File: src/rtl/systolic_pkg.sv
// Shared state encoding and wavefront-count helper for the systolic array sequencer.
package systolic_pkg;

   typedef enum logic [2:0] {
      IDLE  = 3'd0,
      FLUSH = 3'd1,
      LOAD  = 3'd2,
      ISSUE = 3'd3,
      WAIT  = 3'd4,
      DRAIN = 3'd5
   } seq_state_e;

   // Wavefronts needed to push K operands through the longer array edge.
   function automatic int wave_cnt(input int k, input int h, input int w);
      return k + ((h > w) ? h : w) - 1;
   endfunction

endpackage

File: src/rtl/sa_operand_store.sv
// Holds one A (H x K) and one B (K x W) operand set; reads them back skewed by wavefront index t.
module sa_operand_store #(
   parameter int width_p = 32,
   parameter int h_p     = 2,
   parameter int w_p     = 2,
   parameter int k_p     = 2,
   parameter int k_w_p   = 2,
   parameter int t_w_p   = 2
) (
   input  logic                   clk,
   input  logic                   rst_n,
   input  logic                   wr_en,
   input  logic [k_w_p-1:0]       wr_k,
   input  logic [width_p*h_p-1:0] wr_a,
   input  logic [width_p*w_p-1:0] wr_b,
   input  logic [t_w_p-1:0]       t,
   output logic [width_p*h_p-1:0] row_data,
   output logic [h_p-1:0]         row_act,
   output logic [width_p*w_p-1:0] col_data,
   output logic [w_p-1:0]         col_act
);

   logic [width_p-1:0] a_mem_r [h_p][k_p];
   logic [width_p-1:0] b_mem_r [k_p][w_p];

   // Capture beat wr_k: column wr_k of A and row wr_k of B.
   always_ff @(posedge clk or negedge rst_n) begin
      if (!rst_n) begin
         for (int r = 0; r < h_p; r++) begin
            for (int c = 0; c < k_p; c++) begin
               a_mem_r[r][c] <= {width_p{1'b0}};
            end
         end
         for (int c = 0; c < k_p; c++) begin
            for (int r = 0; r < w_p; r++) begin
               b_mem_r[c][r] <= {width_p{1'b0}};
            end
         end
      end else begin
         for (int c = 0; c < k_p; c++) begin
            if (wr_en && (wr_k == k_w_p'(c))) begin
               for (int r = 0; r < h_p; r++) begin
                  a_mem_r[r][c] <= wr_a[r*width_p +: width_p];
               end
               for (int r = 0; r < w_p; r++) begin
                  b_mem_r[c][r] <= wr_b[r*width_p +: width_p];
               end
            end else begin
               for (int r = 0; r < h_p; r++) begin
                  a_mem_r[r][c] <= a_mem_r[r][c];
               end
               for (int r = 0; r < w_p; r++) begin
                  b_mem_r[c][r] <= b_mem_r[c][r];
               end
            end
         end
      end
   end

   // Lane j at wavefront t carries operand index t-j when that index is in range; else zero.
   for (genvar j = 0; j < h_p; j++) begin : g_row
      logic [k_p-1:0]     hit_s;
      logic [width_p-1:0] data_s;
      // Skew-select row lane j.
      always_comb begin
         hit_s  = {k_p{1'b0}};
         data_s = {width_p{1'b0}};
         for (int c = 0; c < k_p; c++) begin
            hit_s[c] = (t == t_w_p'(j + c));
            data_s   = data_s | (hit_s[c] ? a_mem_r[j][c] : {width_p{1'b0}});
         end
      end
      assign row_act[j]                      = |hit_s;
      assign row_data[j*width_p +: width_p]  = data_s;
   end

   for (genvar j = 0; j < w_p; j++) begin : g_col
      logic [k_p-1:0]     hit_s;
      logic [width_p-1:0] data_s;
      // Skew-select column lane j.
      always_comb begin
         hit_s  = {k_p{1'b0}};
         data_s = {width_p{1'b0}};
         for (int c = 0; c < k_p; c++) begin
            hit_s[c] = (t == t_w_p'(j + c));
            data_s   = data_s | (hit_s[c] ? b_mem_r[c][j] : {width_p{1'b0}});
         end
      end
      assign col_act[j]                      = |hit_s;
      assign col_data[j*width_p +: width_p]  = data_s;
   end

endmodule

File: src/rtl/systolic_array_sequencer.sv
// Job controller for a systolic array: flush, load A/B, issue skewed wavefronts, wait, hand off result.
module systolic_array_sequencer
   import systolic_pkg::*;
#(
   parameter int width_p        = 32,
   parameter int array_width_p  = 2,
   parameter int array_height_p = 2,
   parameter int depth_p        = 2,
   parameter int timeout_p      = 16
) (
   input  logic                                clk_i,
   input  logic                                reset_i,
   input  logic                                start_i,
   input  logic                                op_valid_i,
   output logic                                op_ready_o,
   input  logic [width_p*array_height_p-1:0]   op_a_i,
   input  logic [width_p*array_width_p-1:0]    op_b_i,
   output logic                                en_o,
   output logic [array_height_p-1:0]           flush_o,
   output logic [width_p*array_height_p-1:0]   row_o,
   output logic [array_height_p-1:0]           row_valid_o,
   input  logic [array_height_p-1:0]           row_ready_i,
   output logic [width_p*array_width_p-1:0]    col_o,
   output logic [array_width_p-1:0]            col_valid_o,
   input  logic [array_width_p-1:0]            col_ready_i,
   input  logic [array_height_p*array_width_p-1:0] z_valid_i,
   output logic [array_height_p*array_width_p-1:0] z_yumi_o,
   output logic                                res_valid_o,
   input  logic                                res_yumi_i,
   output logic                                busy_o,
   output logic                                error_o
);

   localparam int waves_lp  = wave_cnt(depth_p, array_height_p, array_width_p);
   localparam int k_w_lp    = $clog2(depth_p + 1);
   localparam int t_w_lp    = $clog2(waves_lp + 1);
   localparam int wait_w_lp = $clog2(timeout_p + 1);
   localparam int cells_lp  = array_height_p * array_width_p;

   seq_state_e state_r, state_s;
   logic [k_w_lp-1:0]    k_cnt_r;
   logic [t_w_lp-1:0]    t_cnt_r;
   logic [wait_w_lp-1:0] wait_cnt_r;
   logic error_r, flush_r, op_ready_r, res_valid_r, busy_r;
   logic accept_s, fire_s, timeout_s, lanes_ready_s;
   logic last_beat_s, last_wave_s, wait_done_s;
   logic [array_height_p-1:0]         row_act_s;
   logic [array_width_p-1:0]          col_act_s;
   logic [width_p*array_height_p-1:0] row_data_s;
   logic [width_p*array_width_p-1:0]  col_data_s;

   sa_operand_store #(
      .width_p (width_p),
      .h_p     (array_height_p),
      .w_p     (array_width_p),
      .k_p     (depth_p),
      .k_w_p   (k_w_lp),
      .t_w_p   (t_w_lp)
   ) u_store (
      .clk      (clk_i),
      .rst_n    (reset_i),
      .wr_en    (accept_s),
      .wr_k     (k_cnt_r),
      .wr_a     (op_a_i),
      .wr_b     (op_b_i),
      .t        (t_cnt_r),
      .row_data (row_data_s),
      .row_act  (row_act_s),
      .col_data (col_data_s),
      .col_act  (col_act_s)
   );

   // A wavefront only goes out whole: every lane it touches must be ready.
   assign lanes_ready_s = (&(row_ready_i | ~row_act_s)) & (&(col_ready_i | ~col_act_s));
   assign last_beat_s   = (k_cnt_r == k_w_lp'(depth_p - 1));
   assign last_wave_s   = (t_cnt_r == t_w_lp'(waves_lp - 1));
   assign wait_done_s   = (wait_cnt_r == wait_w_lp'(timeout_p - 1));

   assign row_o       = (state_r == ISSUE) ? row_data_s : {(width_p*array_height_p){1'b0}};
   assign col_o       = (state_r == ISSUE) ? col_data_s : {(width_p*array_width_p){1'b0}};
   assign en_o        = 1'b1;
   assign flush_o     = {array_height_p{flush_r}};
   assign op_ready_o  = op_ready_r;
   assign res_valid_o = res_valid_r;
   assign busy_o      = busy_r;
   assign error_o     = error_r;

   // Next-state and handshake decode.
   always_comb begin
      state_s     = state_r;
      accept_s    = 1'b0;
      fire_s      = 1'b0;
      timeout_s   = 1'b0;
      row_valid_o = {array_height_p{1'b0}};
      col_valid_o = {array_width_p{1'b0}};
      z_yumi_o    = {cells_lp{1'b0}};
      case (state_r)
         IDLE: begin
            if (start_i) state_s = FLUSH;
            else         state_s = IDLE;
         end
         FLUSH: state_s = LOAD;
         LOAD: begin
            if (op_valid_i) begin
               accept_s = 1'b1;
               if (last_beat_s) state_s = ISSUE;
               else             state_s = LOAD;
            end else begin
               state_s = LOAD;
            end
         end
         ISSUE: begin
            if (lanes_ready_s) begin
               fire_s      = 1'b1;
               row_valid_o = row_act_s;
               col_valid_o = col_act_s;
               if (last_wave_s) state_s = WAIT;
               else             state_s = ISSUE;
            end else begin
               state_s = ISSUE;
            end
         end
         WAIT: begin
            if (&z_valid_i) begin
               state_s = DRAIN;
            end else if (wait_done_s) begin
               timeout_s = 1'b1;
               state_s   = IDLE;
            end else begin
               state_s = WAIT;
            end
         end
         DRAIN: begin
            if (res_yumi_i) begin
               z_yumi_o = {cells_lp{1'b1}};
               state_s  = IDLE;
            end else begin
               state_s = DRAIN;
            end
         end
         default: state_s = IDLE;
      endcase
   end

   // State register.
   always_ff @(posedge clk_i or negedge reset_i) begin
      if (!reset_i) state_r <= IDLE;
      else          state_r <= state_s;
   end

   // Status outputs registered from the next state so they align with the state they describe.
   always_ff @(posedge clk_i or negedge reset_i) begin
      if (!reset_i) begin
         flush_r     <= 1'b0;
         op_ready_r  <= 1'b0;
         res_valid_r <= 1'b0;
         busy_r      <= 1'b0;
      end else begin
         flush_r     <= (state_s == FLUSH);
         op_ready_r  <= (state_s == LOAD);
         res_valid_r <= (state_s == DRAIN);
         busy_r      <= (state_s != IDLE);
      end
   end

   // Beat, wavefront and wait counters plus the sticky timeout flag.
   always_ff @(posedge clk_i or negedge reset_i) begin
      if (!reset_i) begin
         k_cnt_r    <= {k_w_lp{1'b0}};
         t_cnt_r    <= {t_w_lp{1'b0}};
         wait_cnt_r <= {wait_w_lp{1'b0}};
         error_r    <= 1'b0;
      end else begin
         if (state_r == FLUSH) k_cnt_r <= {k_w_lp{1'b0}};
         else if (accept_s)    k_cnt_r <= k_cnt_r + k_w_lp'(1);
         else                  k_cnt_r <= k_cnt_r;

         if (state_r != ISSUE) t_cnt_r <= {t_w_lp{1'b0}};
         else if (fire_s)      t_cnt_r <= t_cnt_r + t_w_lp'(1);
         else                  t_cnt_r <= t_cnt_r;

         if (state_r == WAIT) wait_cnt_r <= wait_cnt_r + wait_w_lp'(1);
         else                 wait_cnt_r <= {wait_w_lp{1'b0}};

         if ((state_r == IDLE) && start_i) error_r <= 1'b0;
         else if (timeout_s)               error_r <= 1'b1;
         else                              error_r <= error_r;
      end
   end

endmodule

File: config.mk
export PLATFORM = sky130hd
export DESIGN_NAME = systolic_array_sequencer
export DESIGN_NICKNAME = d
export VERILOG_FILES = /design/src/rtl/systolic_pkg.sv /design/src/rtl/sa_operand_store.sv /design/src/rtl/systolic_array_sequencer.sv
export SDC_FILE = /design/constraint.sdc
export NUM_CORES = 1
export LEC_CHECK = 0
export BUFFER_PORTS_ARGS = -buffer_cell sky130_fd_sc_hd__buf_2
export CORE_ASPECT_RATIO = 0.5
export CORE_UTILIZATION = 35
export CTS_CLUSTER_DIAMETER = 80
export DETAILED_ROUTE_END_ITERATION = 7
export SLEW_MARGIN = 20
export SYNTH_ARGS = -nofsm -noshare
export SYNTH_HDL_FRONTEND = slang
export SYNTH_SLANG_ARGS = --single-unit
File: constraint.sdc
create_clock -name clk_i -period 2 [get_ports clk_i]
set_input_delay 0.2 -clock clk_i [delete_from_list [all_inputs] [get_ports clk_i]]
set_output_delay 0.2 -clock clk_i [all_outputs]
set_load 0.005 [all_outputs]
======== Yosys cells after proc, flatten, opt, wreduce, memory -nomap -nowiden ========
Index checks and enable logic that the tools add are counted.
storage, ports and cells
  bits in latches ......................... 0
  output and inout port bits .............. 143
  RAM bits ................................ 0
  register bits after elaboration ......... 273
  memory bits (read-only) ................. 0
  memories ................................ 0
  logic and storage cells ................. 93
operators by class
  reduce and logical (&&, ||, !) cells .... 15
  divide/modulo/power cells ............... 0
  bitwise operators ....................... 8
  add/sub/neg operators ................... 3
  equal/unequal tests ..................... 13
  multiply operators ...................... 0
  multiplexer cells ....................... 37
  magnitude comparators ................... 0
  shifts and indexed selects .............. 0
operators with widths
  cell                 count
  $mux 32              8
  $mux 64              2
  $or 32x32->32        4
  $mux 3               6
  $pmux 3 s6           1
  $mux 2               6
  $mux 1               11
  $eq 3x2->1 const B   3
  $eq 3x3->1 const B   3
  $mux 4               2
  $eq 3x1->1 const B   2
  $reduce_bool 2->1    3
  $add 5x1->5 const B  1
  $eq 5x4->1 const B   1
  $mux 5               1
  $add 2x1->2 const B  2
  $eq 2x1->1 const B   2
  $logic_not 2->1      2
  $or 2x2->2           2
  $reduce_and 2->1     2
  $reduce_and 4->1     1
  $reduce_or 2->1      2
  $logic_and 1x1->1    3
  $logic_not 3->1      1
  5 further kinds      5

======== Logic depth before layout (Yosys ltp) ========
  depth after elaboration ................. 10
  depth in mapped cells ................... 6
  gate-level depth less buffers ........... 5

======== Cells and area by module ========
From an unflattened synthesis, not the netlist that was laid out.
unflattened totals
  cells, all modules ...................... 953
  area, all modules ....................... 12,722.2 µm²
modules (own cells, without submodules)
  module                    area an instance (µm²)  instances  cells an instance
  sa_operand_store          10,896.7                1          706
  systolic_array_sequencer  1,825.5                 1          247

======== Least setup slack after synthesis ========
Ideal clock, no wire load.
  path kind ............................... register to output
  start point ............................. register t_cnt_r[0]
  end point ............................... output port row_valid_o[0]
  arrival time ............................ 1.480 ns
  slack ................................... 0.320 ns
  cell stages (with the launch flop) ...... 7
  buffers on the path ..................... 3
  cell sequence ........................... dfrtp_1 > inv_1 > ha_1 > clkbuf_1 > clkbuf_1 > o211a_1 > buf_4
on the way
  longest elaborated chain between the ends .. 8
  elaborated cells between the ends (all ways) .. 13
  those cells by class .................... eq/ne (2); mux (2); bitwise (4); reduce/logical (5)
ends and longest elaborated chain
  element                                   line                                            RTL
  start: declaration                        systolic_array_sequencer.sv:42                  logic [t_w_lp-1:0] t_cnt_r;
  start signal: assignment                  systolic_array_sequencer.sv:170                 t_cnt_r <= {t_w_lp{1'b0}};
  start signal: assignment                  systolic_array_sequencer.sv:178                 if (state_r != ISSUE) t_cnt_r <= {t_w_lp{1'b0}};
  start signal: assignment                  systolic_array_sequencer.sv:179                 else if (fire_s) t_cnt_r <= t_cnt_r + t_w_lp'(1);
  $eq 2x1->1, or another cell as far along  sa_operand_store.sv:69, sa_operand_store.sv:85
  $reduce_or 2->1                           sa_operand_store.sv:73, sa_operand_store.sv:89
  $not 2->2                                 systolic_array_sequencer.sv:74                  assign lanes_ready_s = (&(row_ready_i | ~row_act_s)) & (&(col_ready_i | ~col_act_s));
  $or 2x2->2                                systolic_array_sequencer.sv:74
  $reduce_and 2->1                          systolic_array_sequencer.sv:74
  $and 1x1->1                               systolic_array_sequencer.sv:74
  $mux 2 * (2 in a row)                     -
  end: declaration                          systolic_array_sequencer.sv:21                  output logic [array_height_p-1:0] row_valid_o,
Every way passes the cells marked *; elsewhere a longest branch is shown, timed or not.

======== Worst setup path in the final report ========
  start point ............................. register t_cnt_r[0]
  end point ............................... output port row_o[8]
on the way
  longest elaborated chain between the ends .. 4
  elaborated cells between the ends (all ways) .. 6
  those cells by class .................... eq/ne (1); mux (3); bitwise (1); reduce/logical (1)
ends and longest elaborated chain
  element                                               line                            RTL
  $eq 2x1->1 / $logic_not 2->1 (equally long branches)  sa_operand_store.sv:69          hit_s[c] = (t == t_w_p'(j + c));
  $mux 32                                               sa_operand_store.sv:70          data_s = data_s | (hit_s[c] ? a_mem_r[j][c] : {width_p{1'b0}});
  $or 32x32->32 *                                       sa_operand_store.sv:70
  $mux 64 *                                             systolic_array_sequencer.sv:79  assign row_o = (state_r == ISSUE) ? row_data_s : {(width_p*array_height_p){1'b0}};
  end: declaration                                      systolic_array_sequencer.sv:20  output logic [width_p*array_height_p-1:0] row_o,
Marked as above.

==> impl_metrics.env <==
export IMPL_status="finished with violations"
export IMPL_violations="negative setup slack"
export IMPL_pwr_share_clk_pct=17.7
export IMPL_clk_pin_slew_ns=0.07
export IMPL_netlist_top_cells_count="dfrtp_1 (273), mux2_4 (240), nor2_1 (135)"
export IMPL_synth_top_cell_by_area="dfrtp_1"
export IMPL_holdWs_ns=0.0381
export IMPL_power_density_nw_per_um2=1550
export IMPL_first_iter_violations=492
export IMPL_synth_area_um2=13300
export IMPL_clock_root_buffer="clkbuf_16"
export IMPL_finalClockSkew_ns=0.0209
export IMPL_power_leakage_nw=9.31
export IMPL_clock_sinks=273
export IMPL_synth_top_family_by_area="multiplexers"
export IMPL_cp_start_kind="register"
export IMPL_fin_crit_ns=2.20
export IMPL_cp_top_family="buffers and inverters"
export IMPL_p_sw_mw=9.94
export IMPL_grt_use_total_pct=19.8
export IMPL_finish_utilization_pct=50.5
export IMPL_cts_buffers=28
export IMPL_synth_edf_count=0
export IMPL_arrival_ns=2.00
export IMPL_avgSynthCellArea_um2=14.1
export IMPL_slew_viol_final=0
export IMPL_vias=9769
export IMPL_combPwrFrac_pct=47.3
export IMPL_critPathSlowestCell="dfrtp_1"
export IMPL_switching_share_pct=33.8
export IMPL_grt_pass1_vias=10400
export IMPL_synth_xor_area_share_pct=0.197
export IMPL_yosysTopAreaCellShare_pct=51.3
export IMPL_crit_fanout=7
export IMPL_critical_path_class="register to primary output"
export IMPL_grt_max_degree=73
export IMPL_setup_slack_ns=-0.201
export IMPL_synth_async_reset_ratio_pct=100
export IMPL_ys_seq_area_share_pct=51.3
export IMPL_holdCritPathClass="primary input to register"
export IMPL_drc=0
export IMPL_tritoncts="done"
export IMPL_synth_area_mux_share_pct=28.4
export IMPL_grt_pass1_wl_um=60900
export IMPL_clockBufferDepth=3
export IMPL_dr_pass1_iters=4
export IMPL_die_y_um=140
export IMPL_ys_types=43
export IMPL_viasPerCell=5.16
export IMPL_ant_nets=0
export IMPL_synthAdderAreaFrac_pct=0.657
export IMPL_drv_cap=0
export IMPL_startpoint="t_cnt_r[0]"
export IMPL_ys_warn_count=0
export IMPL_critPathRequiredTime_ns=1.80
export IMPL_dieArea_um2=38900
export IMPL_cp_num_cells=7
export IMPL_fmax_ghz=0.454
export IMPL_worstMarginPinSlew_ns=0.666
export IMPL_htree_levels=1
export IMPL_crit_path_cell_trace="inv_2, ha_4, buf_12, buf_16, a22oi_2, nor2_1, buf_2"
export IMPL_rsz0062_at_grt="yes"
export IMPL_ys_flop_type="dfrtp_1"
export IMPL_dieWidth_um=278
export IMPL_synth_most_common_cell="dfrtp_1"
export IMPL_synth_compound_area_share_pct=8.34
export IMPL_dp_slack_ns=0.107
export IMPL_reg2reg_to="state_r[0]"
export IMPL_core_area_um2=37400
export IMPL_synth_area_leaders="dfrtp_1 (51%), mux2_4 (27%), a22oi_1 (7.2%), nor2_1 (3.8%), buf_12 (3.3%)"
export IMPL_slew_headroom_pct=55.6
export IMPL_end_kind="primary output"
export IMPL_gp_congestion=0.786
export IMPL_synth_cells=943
export IMPL_min_period_over_period_pct=110
export IMPL_final_setup_viol_count=132
export IMPL_worstSkewPairLatency_ns=0.57
export IMPL_final_nets=1526
export IMPL_ff2ff_path_depth=7
export IMPL_finalInstanceArea_um2=18900
export IMPL_crit_end="row_o[8]"
export IMPL_io_buffers=282
export IMPL_wire_per_inst_um=21.6
export IMPL_cellInternalPower_mw=19.4
export IMPL_areaGrowthSynthToFinish_pct=41.9
export IMPL_synth_seq_cells=273
export IMPL_synthesis_nets=1091
export IMPL_peakVddDrop_mv=0.640
export IMPL_post_route_cells_drive_above_1_share_pct=56.5
export IMPL_rrSetupSlack_ns=0.18
export IMPL_routed_wirelength_um=40900
export IMPL_num_io_pins=284
export IMPL_initial_core_util_pct=35.6
export IMPL_path_buf_inv=4
export IMPL_rows=50
export IMPL_hpwl_um=22900
export IMPL_seq_power_share_pct=35.0
export IMPL_grt_antenna_before_repair=1
export IMPL_synth_simple_gate_area_share_pct=5.17
export IMPL_max_stage_delay_ns=0.43
export IMPL_grt_overflow=0
export IMPL_postPlaceCellArea_um2=15100
export IMPL_r2r_start="t_cnt_r[0]"
export IMPL_final_hold_viol_count=0
[layout make-up]
class	instances	area [um2]
fillers	3093	18500
flip-flops and latches	273	6830
multi-input cells	578	6400
repair buffers	487	4120
clock buffers	41	801
well taps	494	618
clock inverters	9	81.3
inverters	10	37.5
diodes	2	5.00
[cells by family (layout without fill, tap and decap cells)]
logic type,after synthesis,after routing
AO/OA/AOI/OAI,151,151
XOR/XNOR,3,3
adder cells (fa/ha/maj),7,7
buffers and inverters,92,547
flip-flops,273,273
multiplexers,256,256
other,1,3
AND/OR/NAND/NOR,160,160
[metrics by stage]
step / TNS [ns] / power (mW) / std cells
floorplan: 0 / 17.3 / 943
global placement: 0 / 20.2 / 1667
detailed placement: 0 / 20.7 / 1667
CTS: -20.64 / 28.4 / 1876
global route: -29.96 / 30.8 / 1893
finish: -19.08 / 29.4 / 1894
[timing repair]
item,CTS,global route
buffers inserted,13,7
hold buffers,132,0
hold endpoints to repair,323,0
gates resized for setup,98,75
cloned,15,12
pin swaps,7,21
setup endpoints to repair,132,136
[power by group through the flow]
stage	Clock, mW	Combinational [mW]	Sequential (mW)
finish	5.19	13.9	10.3
global route	5.55	14.7	10.5
CTS	5.30	13.1	9.99
detailed placement	0	10.9	9.81
global placement	0	10.6	9.63
floorplan	0	8.01	9.33
[sequential cells by signal, summed over array words and instances, names as in the netlist]
name             count
res_valid_o          1
t_cnt_r              2
op_ready_o           1
state_r              3
u_store.a_mem_r    128
busy_o               1
error_o              1
wait_cnt_r           5
k_cnt_r              2
u_store.b_mem_r    128
flush_r              1
[worst reg2reg max path, delay by kind of cell (launching register included)]
family	cells	cell delay (ns)
flops	1	0.43
simple gates	1	0.38
buf+inv	3	0.37
compound gates	2	0.29
fa+ha+maj	1	0.21
[routing by layer]
| layer | up-vias | share of wire, % | GRT usage, % |
|---|---|---|---|
| li1 | 4245 | - | - |
| met2 | 259 | 51 | 34.4 |
| met4 | 0 | 3.8 | 8.58 |
| met1 | 5166 | 42 | 24.7 |
| met3 | 99 | 3.2 | 2.69 |
| met5 | - | 0 | 0 |
[worst min-delay path by stage]
stage | startpoint | to | slack (ns) | cells after the start
after CTS | op_valid_i | k_cnt_r[0] | 0.02 | 3
after floorplan | reset_i | busy_o | -0.1 | 0
after detailed placement | reset_i | u_store.b_mem_r[39] | 0.22 | 1
final | op_valid_i | k_cnt_r[0] | 0.04 | 3
after global placement | reset_i | u_store.b_mem_r[102] | 0.21 | 1
after global routing | op_valid_i | k_cnt_r[0] | 0.04 | 3
[cells in the final DEF, fill, tap and decap left out, types with 2 or more instances in the layout]
master           n
buf_8            3
nand2_1          2
buf_12          26
dlygate4sd3_1  132
xor2_1           2
ha_1             4
mux2_4         240
a31oi_1          2
nand2b_1         3
mux2_2          16
buf_4           15
clkbuf_8         3
nand2_8          2
o211ai_1         2
nor2_1         127
buf_16          14
inv_1            8
inv_2            2
buf_2          279
or3_1            2
o22ai_1          3
diode_2          2
buf_6            8
dfrtp_1        272
and3_1           2
o21ai_0          4
clkinvlp_4       3
clkbuf_16       39
clkbuf_1         9
nor2_2           7
a22oi_2        115
a21oi_1          6
a22oi_1         13
clkinv_2         4
ha_4             3
Note: power is estimated with default switching activity, not from simulation.
